## src/rtl/mult_ctrl_pkg.sv

```systemverilog
// Shared types and defaults for the two-requester multiplier arbiter.
package mult_ctrl_pkg;

   localparam int unsigned MinWaitDef = 2;
   localparam int unsigned MaxCycDef  = 34;
   localparam int unsigned NumReq     = 2;
   localparam int unsigned CntW       = 6;
   localparam int unsigned OpW        = 32;

   typedef enum logic [1:0] {
      StIdle,
      StStart,
      StRun,
      StResp
   } state_e;

endpackage

```

## src/rtl/rr_arbiter2.sv

```systemverilog
// Two-way round-robin grant: ptr selects which requester wins a tie.
module rr_arbiter2 (
   input  logic [1:0] req,
   input  logic       ptr,
   output logic [1:0] grant
);

   always_comb begin
      grant = 2'b00;
      if (!ptr) begin
         if (req[0]) begin
            grant = 2'b01;
         end else if (req[1]) begin
            grant = 2'b10;
         end
      end else begin
         if (req[1]) begin
            grant = 2'b10;
         end else if (req[0]) begin
            grant = 2'b01;
         end
      end
   end

endmodule

```

## src/rtl/mult_arbiter.sv

```systemverilog
// Shares one shift-add multiplier between two requesters: round-robin accept,
// start pulse, bounded wait for the product, then a held one-hot response.
module mult_arbiter
   import mult_ctrl_pkg::*;
#(
   parameter int unsigned MIN_WAIT = MinWaitDef,
   parameter int unsigned MAX_CYC  = MaxCycDef
) (
   input  logic                    clk,
   input  logic                    reset,
   input  logic [NumReq-1:0]       req_valid,
   output logic [NumReq-1:0]       req_ready,
   input  logic [NumReq*OpW-1:0]   req_a,
   input  logic [NumReq*OpW-1:0]   req_b,
   output logic [NumReq-1:0]       rsp_valid,
   input  logic [NumReq-1:0]       rsp_ready,
   output logic [2*OpW-1:0]        rsp_data,
   output logic                    mul_start,
   output logic [OpW-1:0]          mul_a,
   output logic [OpW-1:0]          mul_b,
   input  logic [2*OpW-1:0]        mul_res,
   input  logic                    mul_done,
   output logic                    busy
);

   localparam logic [CntW-1:0] MinWaitCnt = CntW'(MIN_WAIT);
   localparam logic [CntW-1:0] MaxCycCnt  = CntW'(MAX_CYC);

   state_e             state_q;
   logic [CntW-1:0]    cnt_q;
   logic [2*OpW-1:0]   result_q;
   logic [OpW-1:0]     op_a_q;
   logic [OpW-1:0]     op_b_q;
   logic               id_q;
   logic               ptr_q;
   logic [NumReq-1:0]  grant;
   logic               done_hit;

   rr_arbiter2 u_rr_arbiter2 (
      .req   (req_valid),
      .ptr   (ptr_q),
      .grant (grant)
   );

   // Reset gates the combinational accept so nothing is granted while held in reset.
   assign req_ready = (reset && (state_q == StIdle)) ? grant : '0;

   assign done_hit  = (mul_done && (cnt_q >= MinWaitCnt)) || (cnt_q == MaxCycCnt);

   assign rsp_valid = (state_q == StResp) ? (id_q ? 2'b10 : 2'b01) : 2'b00;
   assign rsp_data  = result_q;
   assign mul_start = (state_q == StStart);
   assign mul_a     = op_a_q;
   assign mul_b     = op_b_q;
   assign busy      = (state_q != StIdle);

   always_ff @(posedge clk or negedge reset) begin
      if (!reset) begin
         state_q  <= StIdle;
         cnt_q    <= '0;
         result_q <= '0;
         op_a_q   <= '0;
         op_b_q   <= '0;
         id_q     <= 1'b0;
         ptr_q    <= 1'b0;
      end else begin
         unique case (state_q)
            StIdle: begin
               if (grant != 2'b00) begin
                  id_q    <= grant[1];
                  op_a_q  <= grant[1] ? req_a[2*OpW-1:OpW] : req_a[OpW-1:0];
                  op_b_q  <= grant[1] ? req_b[2*OpW-1:OpW] : req_b[OpW-1:0];
                  // Favour the other requester next time.
                  ptr_q   <= ~grant[1];
                  state_q <= StStart;
               end
            end
            StStart: begin
               cnt_q   <= '0;
               state_q <= StRun;
            end
            StRun: begin
               if (done_hit) begin
                  result_q <= mul_res;
                  state_q  <= StResp;
               end else if (cnt_q != MaxCycCnt) begin
                  cnt_q <= cnt_q + 1'b1;
               end
            end
            StResp: begin
               if (rsp_ready[id_q]) begin
                  state_q <= StIdle;
               end
            end
            default: begin
               state_q <= StIdle;
            end
         endcase
      end
   end

endmodule

```

## config.mk

```make
export PLATFORM = sky130hd
export DESIGN_NAME = mult_arbiter
export DESIGN_NICKNAME = d
export VERILOG_FILES = /design/src/rtl/mult_ctrl_pkg.sv /design/src/rtl/rr_arbiter2.sv /design/src/rtl/mult_arbiter.sv
export SDC_FILE = /design/constraint.sdc
export NUM_CORES = 1
export LEC_CHECK = 0
export ABC_AREA = 1
export BUFFER_PORTS_ARGS = -buffer_cell sky130_fd_sc_hd__buf_2
export CORE_AREA = 4 4 128 130
export CTS_CLUSTER_SIZE = 16
export DETAILED_ROUTE_END_ITERATION = 10
export DIE_AREA = 0 0 132 134
export PLACE_DENSITY = 0.77
export SYNTH_ARGS = -nofsm -noshare
export SYNTH_HDL_FRONTEND = slang
export SYNTH_SLANG_ARGS = --single-unit
```

## constraint.sdc

```tcl
create_clock -name clk -period 4 [get_ports clk]
set_input_delay 0.4 -clock clk [delete_from_list [all_inputs] [get_ports clk]]
set_output_delay 0.4 -clock clk [all_outputs]
set_load 0.01 [all_outputs]
```

# After elaboration in Yosys (flattened, before gate mapping)
# Index checks and enable logic that the tools add are counted.
[op_classes]
n_eq_ne = 10
mux = 19
addsub = 1
n_lt_le_gt_ge = 2
reduce_logical = 11
n_bitwise = 1
[ops]
columns = ["cell", "count"]
rows = [
  ["32-bit 2-to-1 mux", 2],
  ["2-bit 2-to-1 mux", 10],
  ["6-bit 2-to-1 mux", 2],
  ["6-bit case mux with 2 select lines", 1],
  ["2-bit case mux with 4 select lines", 1],
  ["6-bit by 1-bit adder with 6-bit output, second input constant", 1],
  ["6-bit equality test, second input constant", 1],
  ["6-bit by 2-bit >= comparator with 1-bit output, second input constant", 1],
  ["2-bit inequality test, second input constant", 3],
  ["6-bit inequality test, second input constant", 1],
  ["3-bit AND reduction", 2],
  ["2-bit nonzero test", 3],
  ["2-bit equality test, second input constant", 2],
  ["2-bit by 1-bit inequality test with 1-bit output, second input constant", 2],
  ["2-bit AND reduction", 2],
  ["1-bit 2-to-1 mux", 3],
  ["2-bit by 1-bit equality test with 1-bit output, second input constant", 1],
  ["1-bit logical AND", 2],
  ["2-bit zero test", 1],
  ["1-bit by 2-bit less-than comparator with 1-bit output, second input constant", 1],
  ["1-bit logical OR", 1],
  ["1-bit NOT", 1],
]
[word_totals]
regBits = 138
out_inout_bits = 134
in_bits = 199

# Depth between registers and ports, before layout
[depth]
word_depth = 6
depth_mapped = 10
depth_no_buf = 10

# Modules after synthesis
# A second synthesis with hierarchy kept.
[hier_totals]
cells_unflattened = 662
area_unflattened_um2 = 6521.3
[modules_own_cells]
columns = ["module", "area_each_um2", "cells_each", "n_inst", "seq_area_each_um2"]
rows = [
  ["mult_arbiter", 6493.7, 658, 1, 3453.3],
  ["rr_arbiter2", 27.5, 4, 1, 0.0],
]

# Least setup slack after synthesis
# Ideal clock, no wire load.
[synth_path]
kind = "reg2out"
start = "reg state_q[0]"
end = "out req_ready[1]"
setup_slack_ns = 2.334
arrival_ns = 1.266
path_buffers = 1
stages_incl_launch_ff = 6
path_cell_list = "dfrtp_1 -> inv_1 -> ha_1 -> clkbuf_1 -> nand3_1 -> nor2_1"
[synth_via]
elab_chain_cells = 3
[synth_rtl]
columns = ["element", "line_no", "source"]
rows = [
  ["start: declaration", "mult_arbiter.sv:29", "state_e state_q;"],
  ["start signal: assignment", "mult_arbiter.sv:59", "state_q <= StIdle;"],
  ["start signal: assignment", "mult_arbiter.sv:75", "state_q <= StStart;"],
  ["start signal: assignment", "mult_arbiter.sv:80", "state_q <= StRun;"],
  ["2-bit zero test", "mult_arbiter.sv:46", "assign req_ready = (reset && (state_q == StIdle)) ? grant : '0;"],
  ["1-bit logical AND", "mult_arbiter.sv:46", ""],
  ["2-bit 2-to-1 mux", "mult_arbiter.sv:46", ""],
  ["end: declaration", "mult_arbiter.sv:12", "output logic [NumReq-1:0] req_ready,"],
]
# Every way passes these cells.

# Worst setup path in the final report
# Ends and elaborated chain as after synthesis.

==> summary.md <==
| Metric | Value |
|---|---|
| Status | `finished, final reports clean` |
| Final-layout fill cell count | `1305` |
| Core Footprint | `15100 um2` |
| Post-synth EDFFs | `0` |
| Placed cells | `1202` |
| Final hold slack | `0.0171 ns` |
| Power per cell area | `~760 nW/um2` |
| Die Width | `132 um` |
| Avg Cell Area, Syn | `9.09 um2` |
| Largest net degree at the start of global routing | `85` |
| Kind of critical path | `reg -> out` |
| CTS tree | `yes` |
| Critical path fanouts, max | `67` |
| Worst R2R End | `mul_a[23]$_DFFE_PN0P_` |
| Post-synth ARST share | `between 90% and 100%` |
| CP delay by family, top | `buffers and inverters` |
| Synthesized cell area | `about 6600 um2` |
| Largest cells by area after synthesis | `dfrtp_1 52%, nand2_1 16%, nand3_2 9.0%, nand3_1 6.3%, nand4_1 6.0%` |
| Synthesized instance count | `731` |
| Peak Freq | `380 MHz` |
| Buf+Inv Stages, Crit Path | `3` |
| CP arrival | `~2.2 ns` |
| Row cnt | `45` |
| Setup crit end kind | `output port` |
| Postcts setup bufs | `0` |
| Hold_buf cts | `0` |
| Cts repair resizes | `0` |
| Area after DPL | `8190 um2` |
| ANT nets after route | `0` |
| DR iter-0 viols | `about 350` |
| Post-synth top flop | `dfrtp_1` |
| Die ar. | `17700 um2` |
| Port-buffer cells | `332` |
| Peak supply drop | `0.406 mV` |
| Post-layout instance count excluding filler cells | `1233` |
| Hold Fails Final Rpt | `0` |
| Most common cell in the netlist | `nand2_1` |
| Initial antenna violation count | `0` |
| Sequential fraction of the synthesis area | `52.0%` |
| Unrepaired setup endpoints after global routing | `no` |
| Ys Warns | `0` |
| Max incr delay on CP | `0.58 ns` |
| Period utilisation layout | `65.8%` |
| Leakage power | `4.87 nW` |
| Global-route wire length before repair | `32000 um` |
| Pins Over Slew Limit | `0` |
| Clock Skew | `0.00620 ns` |
| Routed wire length | `~20000 um` |
| Number of I/O pins | `about 330` |
| Switching Power | `2.67 mW` |
| Initial Util | `43.8%` |
| Vias in the first global route | `around 6200` |
| Internal Power | `4.04 mW` |
| Worst-path clk slew | `0.06 ns` |
| Yosys cell types | `26` |
| GRT Overall Usage | `22.4%` |
| Crit path max-delay cell type | `buf_4` |
| R2R cell count | `7` |
| Final Total Pwr | `6.71 mW` |
| Routability congestion estimate | `0.862` |
| Longest Clk Path Bufs | `2` |
| Slew margin rel. | `26.6%` |
| GRT overflow | `0` |
| Reg-to-Reg Start | `state_q[0]$_DFFE_PN0P_` |
| Syn Nets | `around 940` |
| Via-to-Cell Ratio | `5.19` |
| N_diodes | `0` |
| # Max-Cap Violations | `0` |
| Synth cell count leaders | `287 x nand2_1, 138 x dfrtp_1, 83 x nand3_1` |
| Setup violators final | `0` |
| Share of the synthesized area in the top cell type | `52.0%` |
| Startpoint types | `flip-flop` |
| WP data required | `between 3 and 4 ns` |
| Share of layout cells above drive strength 1 | `approximately 42%` |
| DRT Pass-1 Iters | `4` |
| Design Area, Final | `8850 um2` |
| Worst skew pair latency | `0.41 ns` |
| WL/cell | `16.5 um` |
| Slew @ Worst Pin | `~1.1 ns` |
| H-Tree Depth | `4` |
| TritonCTS Buffers | `17` |
| Hpwl dp | `14200 um` |
| Reg2reg setup slack | `1.80 ns` |
| Worst-path cell chain | `inv_1, ha_2, buf_4, nand3_1, nor2_1, buf_2` |
| Sw Ratio | `39.8%` |
| CTS Root Cell | `clkbuf_16` |
| Post-synth top area cell | `dfrtp_1` |
| Vias | `approximately 6400` |
| Final #Nets | `1238` |
| Min-delay worst type | `in -> async` |
| Post-layout min period | `2.63 ns` |
| Sum Neg Setup Slack | `0 ns` |
| CTS sink count | `138` |
| Seq pwr share | `about a third` |
| Area grow syn2layout | `33.2%` |
| Comb power frac | `40.1%` |
| Part of the power in the clock network | `26.0%` |
| Synth Register Bits | `138` |
| Post-route DRC | `0` |
| Die H | `134 um` |
[sequential cells by signal (all words and copies together) (netlist names)]
signal	flops
cnt_q	6
id_q	1
mul_a	32
mul_b	32
ptr_q	1
rsp_data	64
state_q	2
[cell families after synthesis]
family | count (synthesis) | synth area share [%]
buffers and inverters | 68 | 7.23
DFF | 138 | 52.0
adders and majority gates | 6 | 1.13
and+or+nand+nor | 515 | 39.2
AOI/OAI and AO/OA | 3 | 0.264
xor gates and xnor gates | 1 | 0.132
[power by group through the flow]
stage	clock network (mW)	registers (mW)	logic, mW
detailed placement	0	2.27	2.73
CTS	1.78	2.27	2.72
global route	1.85	2.35	2.96
global placement	0	2.28	2.66
floorplan	0	2.50	1.59
finish	1.75	2.27	2.69
[cell usage in the layout (no fill, tap or decap), types with 3 or more instances in the layout]
cell type     n
buf_2       331
buf_4         7
bufinv_16     5
clkbuf_16    17
clkbuf_8      3
clkinvlp_4    3
dfrtp_1     138
ha_1          4
inv_1         9
nand2_1     286
nand3_1      83
nand3_2      60
nand4_1      64
nor2_1       12
nor3_1        4
[layer usage]
metal | global-route usage (%) | vias to the layer above | share of wire, %
met5 | 0 | - | 0
met4 | 7.53 | 0 | 2.0
met3 | 6.04 | 30 | 8.2
met2 | 37.3 | 321 | 49
met1 | 28.5 | 2997 | 41
li1 | - | 3048 | -
[worst max-delay path by stage]
stage	start	endpoint	slack, ns	depth (start not counted)
4_1_cts	state_q[0]$_DFFE_PN0P_	req_ready[1]	1.37	6
6_report	state_q[0]$_DFFE_PN0P_	req_ready[1]	1.37	6
2_1_floorplan	state_q[0]$_DFFE_PN0P_	req_ready[1]	2.33	5
5_1_grt	state_q[0]$_DFFE_PN0P_	req_ready[1]	1.25	6
3_3_place_gp	state_q[0]$_DFFE_PN0P_	req_ready[1]	1.85	6
3_5_place_dp	state_q[0]$_DFFE_PN0P_	mul_b[19]$_DFFE_PN0P_	1.80	7
[metrics by stage]
stage / util [%] / setup slack [ns]
after CTS: 58.4 / 1.37
after detailed placement: 54.1 / 1.80
after global routing: 58.4 / 1.25
final: 58.4 / 1.37
after floorplan: - / 2.33
after global placement: 54.1 / 1.85
[final cells by class]
class | instances | area [um2] | area share, %
flip-flops and latches | 138 | 3450 | 39.0
multi-input cells | 525 | 2740 | 30.9
repair buffers | 339 | 1720 | 19.4
clock buffers | 20 | 467 | 5.27
well taps | 188 | 235 | 2.66
clock inverters | 11 | 191 | 2.16
inverters | 12 | 45.0 | 0.509
No activity file was read; power rests on OpenSTA's default activity.
